### src/rtl/uart_word_rx.sv
// Serial 8N1-style receiver that pairs consecutive characters into one word behind a valid/ready register.
// Latency: o_valid rises one cycle after the stop-bit sample of the second character of a word.
// Backpressure: one output word is held while o_valid && !i_ready; a word completing then is dropped with o_overrun.
module uart_word_rx #(
    parameter int width_byte   = 8,
    parameter int clks_per_bit = 16
) (
    input  logic                    clk,
    input  logic                    rst,
    input  logic                    i_rx_0,
    input  logic                    i_ready,
    output logic [2*width_byte-1:0] o_word,
    output logic                    o_valid,
    output logic                    o_frame_err,
    output logic                    o_overrun,
    output logic                    o_busy
);

    localparam int CW = $clog2(clks_per_bit);
    localparam int BW = $clog2(width_byte + 1);
    localparam logic [CW-1:0] cnt_half = CW'(clks_per_bit / 2 - 1);
    localparam logic [CW-1:0] cnt_full = CW'(clks_per_bit - 1);
    localparam logic [BW-1:0] last_bit = BW'(width_byte - 1);

    typedef enum logic [1:0] {IDLE, START, DATA, STOP} state_t;

    state_t                  state, state_nxt;
    logic                    rx_meta, rx_s, rx_d;
    logic [CW-1:0]           cnt, cnt_nxt;
    logic [BW-1:0]           bit_cnt, bit_nxt;
    logic [width_byte-1:0]   shift_q, shift_nxt;
    logic [width_byte-1:0]   low_q, low_nxt;
    logic                    half_q, half_nxt;
    logic                    word_form;
    logic                    frame_bad;
    logic [2*width_byte-1:0] word_new;

    // Presetting to 1 keeps reset release from looking like a start edge.
    always_ff @(posedge clk or posedge rst) begin
        if (rst) begin
            rx_meta <= 1'b1;
            rx_s    <= 1'b1;
            rx_d    <= 1'b1;
        end else begin
            rx_meta <= i_rx_0;
            rx_s    <= rx_meta;
            rx_d    <= rx_s;
        end
    end

    always_ff @(posedge clk or posedge rst) begin
        if (rst) begin
            state   <= IDLE;
            cnt     <= '0;
            bit_cnt <= '0;
            shift_q <= '0;
            low_q   <= '0;
            half_q  <= 1'b0;
        end else begin
            state   <= state_nxt;
            cnt     <= cnt_nxt;
            bit_cnt <= bit_nxt;
            shift_q <= shift_nxt;
            low_q   <= low_nxt;
            half_q  <= half_nxt;
        end
    end

    always_comb begin
        state_nxt = state;
        cnt_nxt   = cnt - CW'(1);
        bit_nxt   = bit_cnt;
        shift_nxt = shift_q;
        low_nxt   = low_q;
        half_nxt  = half_q;
        word_form = 1'b0;
        frame_bad = 1'b0;
        word_new  = {shift_q, low_q};
        unique case (state)
            IDLE: begin
                if (!rx_s && rx_d) begin
                    cnt_nxt   = cnt_half;
                    state_nxt = START;
                end
            end
            START: begin
                if (cnt == '0) begin
                    if (rx_s) begin
                        state_nxt = IDLE;
                    end else begin
                        cnt_nxt   = cnt_full;
                        bit_nxt   = '0;
                        state_nxt = DATA;
                    end
                end
            end
            DATA: begin
                if (cnt == '0) begin
                    shift_nxt = {rx_s, shift_q[width_byte-1:1]};
                    cnt_nxt   = cnt_full;
                    bit_nxt   = bit_cnt + BW'(1);
                    if (bit_cnt == last_bit) begin
                        state_nxt = STOP;
                    end
                end
            end
            STOP: begin
                if (cnt == '0) begin
                    state_nxt = IDLE;
                    if (!rx_s) begin
                        // A bad stop also orphans any pending low half.
                        frame_bad = 1'b1;
                        half_nxt  = 1'b0;
                    end else if (!half_q) begin
                        low_nxt  = shift_q;
                        half_nxt = 1'b1;
                    end else begin
                        word_form = 1'b1;
                        half_nxt  = 1'b0;
                    end
                end
            end
            default: state_nxt = IDLE;
        endcase
    end

    // A word completing while the held word is being accepted replaces it directly.
    always_ff @(posedge clk or posedge rst) begin
        if (rst) begin
            o_word      <= '0;
            o_valid     <= 1'b0;
            o_frame_err <= 1'b0;
            o_overrun   <= 1'b0;
        end else begin
            o_frame_err <= frame_bad;
            o_overrun   <= word_form && o_valid && !i_ready;
            if (word_form && (!o_valid || i_ready)) begin
                o_word  <= word_new;
                o_valid <= 1'b1;
            end else if (o_valid && i_ready) begin
                o_valid <= 1'b0;
            end
        end
    end

    assign o_busy = (state != IDLE);

endmodule

### config.mk
export PLATFORM = sky130hd
export DESIGN_NAME = uart_word_rx
export DESIGN_NICKNAME = d
export VERILOG_FILES = /design/src/rtl/uart_word_rx.sv
export SDC_FILE = /design/constraint.sdc
export NUM_CORES = 1
export LEC_CHECK = 0
export BUFFER_PORTS_ARGS = -buffer_cell sky130_fd_sc_hd__buf_2
export CAP_MARGIN = 20
export CORE_MARGIN = 5
export CORE_UTILIZATION = 45
export CTS_BUF_LIST = sky130_fd_sc_hd__clkbuf_2
export DETAILED_ROUTE_END_ITERATION = 7
export PLACE_DENSITY = 0.69
export SETUP_SLACK_MARGIN = 0.15
export SYNTH_ARGS = -nofsm -noshare
export SYNTH_HDL_FRONTEND = slang
export SYNTH_SLANG_ARGS = --single-unit
### constraint.sdc
create_clock -name clk -period 5 [get_ports clk]
set_input_delay 0 -clock clk [delete_from_list [all_inputs] [get_ports clk]]
set_output_delay 0 -clock clk [all_outputs]
set_load 0.02 [all_outputs]
==> impl_summary.md <==
Hold path
The startpoint of the tightest hold check path is i_rx_0. The min-delay analysis places its worst path in the category input pin to flop.

Run status
The flow ran to the end, and the final reports show no timing, DRC or antenna violations.

Critical path
The critical register-to-register path startpoint is cnt[0]$_DFF_PP0_. Data on the critical path arrives at its endpoint at 2640 ps. STA classifies the critical path startpoint as a flop. The type of element capturing the critical path is a flop.

The highest-delay cell along the critical path is sky130_fd_sc_hd__nor3b_4. The maximum fanout along the worst path is 16. The origin of the worst setup path is cnt[0]$_DFF_PP0_. The data required time of the worst path is 5310 ps. The largest stage delay on the critical path is 870 ps. The critical path goes through inv_1 -> ha_1 -> nand4bb_4 -> nor3b_4 -> mux2_2.

By startpoint and endpoint, the worst setup path is classified as flop to flop.

STA
The worst setup skew after layout is 27.4 ps. Setup repair after global routing left no endpoint under its margin. For the pin with the worst max-slew slack, the measured transition is 1030 ps. Based on the critical path, the design can be clocked at up to 429 MHz. The setup violation total in the final timing report is 0. The number of hold-slack violations in the final timing report came to 0. The clock period minus worst slack is 2330 ps.

Of the available clock period, the critical path in the final layout requires 0.466. The setup TNS is 0 ps. The final-report max-slew violation count was 0. The worst pin sits at a relative slew slack of 0.315. The final worst slack is 2670 ps.

Cells and area
The relative area change from synthesis to final layout is 11.9%. In the final design database the tool counted 169 nets. The proportion of layout cells with a drive suffix above 1 is 0.476. In the layout the commonest cells are sky130_fd_sc_hd__dfrtp_1, sky130_fd_sc_hd__mux2_2, sky130_fd_sc_hd__buf_2, sky130_fd_sc_hd__mux2_4, sky130_fd_sc_hd__clkbuf_2.

The most common library cell in the layout ignoring fill and taps is sky130_fd_sc_hd__dfrtp_1. After routing the design area is 0.00227 mm2. The number of antenna diodes in the final layout is 0. Measured on the finished design, the core utilization comes to 0.521. The filler cells instantiated in the layout total 368.

Placed design
The post-detailed-placement cell area is 0.00217 mm2. In this run the tool buffered the top-level ports with 23 buffer cells. The congestion estimate from routability-driven global placement came to 0.692. The placed wire-length estimate after detailed placement is 2270 um. The post-place setup slack is 2680 ps.

Detailed routing
Dividing the detail-routed via count by the number of cells gives 5.26. The post-detailed-routing wire length is 3320 um. The via count is 1,137.

The DRC violation count after routing is 0. The number of nets still failing antenna checks after routing is 0. The first-pass iteration count of the detailed router is 4.

After the first detailed-routing iteration, the DRC count stood at 74. The wire length per cell after detailed routing is 15.4 um.

Pwr
The combinational cell fraction of total power is 0.173. The share of total power dissipated in sequential elements is 0.622. The switching portion of total power is 0.287. Cell internal power was estimated by the tool at 546 uW. The power spent charging and discharging nets is 220 uW.

The clock share of power is 0.206. The maximum VDD drop is 0.171 mV. The ratio of total power to cell area is 338 mW/mm2. The leakage power summed over all cells is 0.00119 uW.

Synth
Counting every net in the synthesized netlist gives 137. For this run, the register share of the synthesized area comes to 0.607. Synthesis inferred 49 register bits. The netlist uses 32 different library cells. The average cell area after synthesis is 15.5 um2. The post-synthesis cell area is 0.00203 mm2. The warning count from the yosys run is 0. Synthesis produced 131 cells.

Clock network
The maximum clock path buffer count is 2. Clock-pin slew was measured on the worst setup and hold paths at 230 ps. The TritonCTS clock tree is done. The number of clock buffers inserted by TritonCTS is 5. The post-CTS repair timing setup buffer count is 0. The number of clock sinks seen by CTS is 49.

The tree is rooted in a sky130_fd_sc_hd__clkbuf_2. Clock latency on the worst-skew pair, taken at its later pin, is 420 ps. The H-tree was split into 2 levels.

Floorplan
The core region is 0.00435 mm2. The number of top-level pins is 24. After floorplanning, the core was divided into 24 placement rows. For this configuration, the core starts out at a cell density of 0.465. The horizontal extent of the die is 77.1 um.

Measured along the y axis, the die boundary spans 77.1 um. The floorplan step defined a die boundary enclosing 0.00594 mm2.

GRT
The first-pass GRT wire length is 6010 um. The initial antenna violation count came to 0. The via count of the first global-routing pass is 1,270. Entering global routing, the biggest net connects 50 pins. Summed over all layers, the global routing overflow is 0. In the global route stage, overall resource usage came out at 0.126.

Flow run
The count of maximum capacitance violations is 0.
power groups by stage:
stage	Combinational (uW)	Clock [uW]	Sequential (uW)
floorplan	120	0	467
global placement	125	0	478
detailed placement	131	0	483
CTS	133	163	476
global route	152	181	482
finish	132	157	476
layout make-up:
cell class / count / area (um2) / share of cell area
clock buffer: 8 / 40.0 / 0.0177
multi-input combinational: 75 / 742 / 0.327
inverter: 4 / 15.0 / 0.00662
tap: 52 / 65.1 / 0.0287
sequential: 49 / 1230 / 0.542
timing repair buffer: 28 / 175 / 0.0773
cell families (layout without fill, tap and decap cells):
family	after synthesis	after routing	synth area share
xor+xnor	3	3	0.0130
simple gates	30	30	0.109
buf+inv	7	40	0.0266
flops	49	49	0.607
compound gates	7	7	0.0296
mux	33	33	0.202
fa+ha+maj	2	2	0.0124
path summary, 6_finish.rpt:
check | slack (ps) | cells past startpoint | endpoint
worst max-delay path | 2670 | 5 | o_word[2]$_DFFE_PP0P_
worst min-delay path | 210 | 2 | rx_meta$_DFF_PP1_
worst max register to register | 2670 | 5 | o_word[2]$_DFFE_PP0P_
worst min register to register | 370 | 0 | rx_s$_DFF_PP1_
max in group asynchronous | 4030 | 5 | rx_s$_DFF_PP1_
min in group asynchronous | 490 | 4 | bit_cnt[1]$_DFFE_PP0P_
state kept, by name, summed over array words and instances (netlist names), named ones only:
name         count
state            1
o_word          16
o_valid          1
low_q            8
bit_cnt          4
o_frame_err      1
rx_meta          1
o_overrun        1
rx_s             1
cnt              4
shift_q          8
half_q           1
rx_d             1
what timing repair did:
| item | in CTS | in global routing |
|---|---|---|
| endpoints found under the hold margin | 49 | 2 |
| gates resized for setup | 0 | 0 |
| hold buffers | 3 | 1 |
cells in the mapped netlist:
master | number | area share
sky130_fd_sc_hd__buf_6 | 1 | 0.0056
sky130_fd_sc_hd__mux2_2 | 23 | 0.13
sky130_fd_sc_hd__xnor2_1 | 2 | 0.0086
sky130_fd_sc_hd__buf_12 | 1 | 0.0099
sky130_fd_sc_hd__nor3b_4 | 1 | 0.0093
sky130_fd_sc_hd__xor2_1 | 1 | 0.0043
sky130_fd_sc_hd__o221ai_1 | 1 | 0.0043
sky130_fd_sc_hd__nand2_1 | 7 | 0.013
sky130_fd_sc_hd__a22o_1 | 2 | 0.0086
sky130_fd_sc_hd__inv_1 | 4 | 0.0074
sky130_fd_sc_hd__nand4bb_4 | 1 | 0.014
sky130_fd_sc_hd__or2_2 | 2 | 0.0062
sky130_fd_sc_hd__buf_4 | 1 | 0.0037
sky130_fd_sc_hd__mux2_4 | 10 | 0.074
sky130_fd_sc_hd__ha_1 | 2 | 0.012
sky130_fd_sc_hd__nand3b_1 | 1 | 0.0037
sky130_fd_sc_hd__o21ai_1 | 1 | 0.0025
sky130_fd_sc_hd__and4bb_2 | 1 | 0.0062
sky130_fd_sc_hd__a21bo_2 | 2 | 0.0099
sky130_fd_sc_hd__nand3_1 | 5 | 0.012
sky130_fd_sc_hd__nor3b_2 | 1 | 0.0062
sky130_fd_sc_hd__and2_1 | 1 | 0.0031
sky130_fd_sc_hd__nand4b_2 | 1 | 0.0074
sky130_fd_sc_hd__nor3_1 | 1 | 0.0025
sky130_fd_sc_hd__dfrtp_1 | 46 | 0.57
sky130_fd_sc_hd__and4b_1 | 2 | 0.0099
sky130_fd_sc_hd__a211o_1 | 1 | 0.0043
sky130_fd_sc_hd__nor3b_1 | 1 | 0.0037
sky130_fd_sc_hd__or2b_1 | 1 | 0.0037
sky130_fd_sc_hd__nor2_1 | 3 | 0.0056
sky130_fd_sc_hd__dfstp_2 | 3 | 0.039
sky130_fd_sc_hd__nor2b_1 | 1 | 0.0031
worst max-delay path: cells and delay by family, from the launching register on:
kind | cells | cell delay [ps]
muxes | 1 | 420
buffers and inverters | 1 | 60
DFF | 1 | 450
and+or+nand+nor | 2 | 1020
adders and majority gates | 1 | 250
per-stage QoR:
step / hold slack [ps] / cells / power [uW]
final: 205 / 216 / 765
after global routing: 153 / 216 / 815
after CTS: 173 / 214 / 772
after detailed placement: 107 / 203 / 614
after global placement: 106 / 203 / 604
after floorplan: 4.48 / 131 / 588
metal layers:
metal  part of all wire  track usage  routed length (um)  vias up
met5                  0            0                   0        -
met4              0.014       0.0412                  48        0
met3              0.037       0.0480                 124        6
met2               0.51        0.217                1690       15
met1               0.44        0.143                1460      593
li1                   -            -                   -      523
Note: power is estimated with default switching activity, not from simulation.
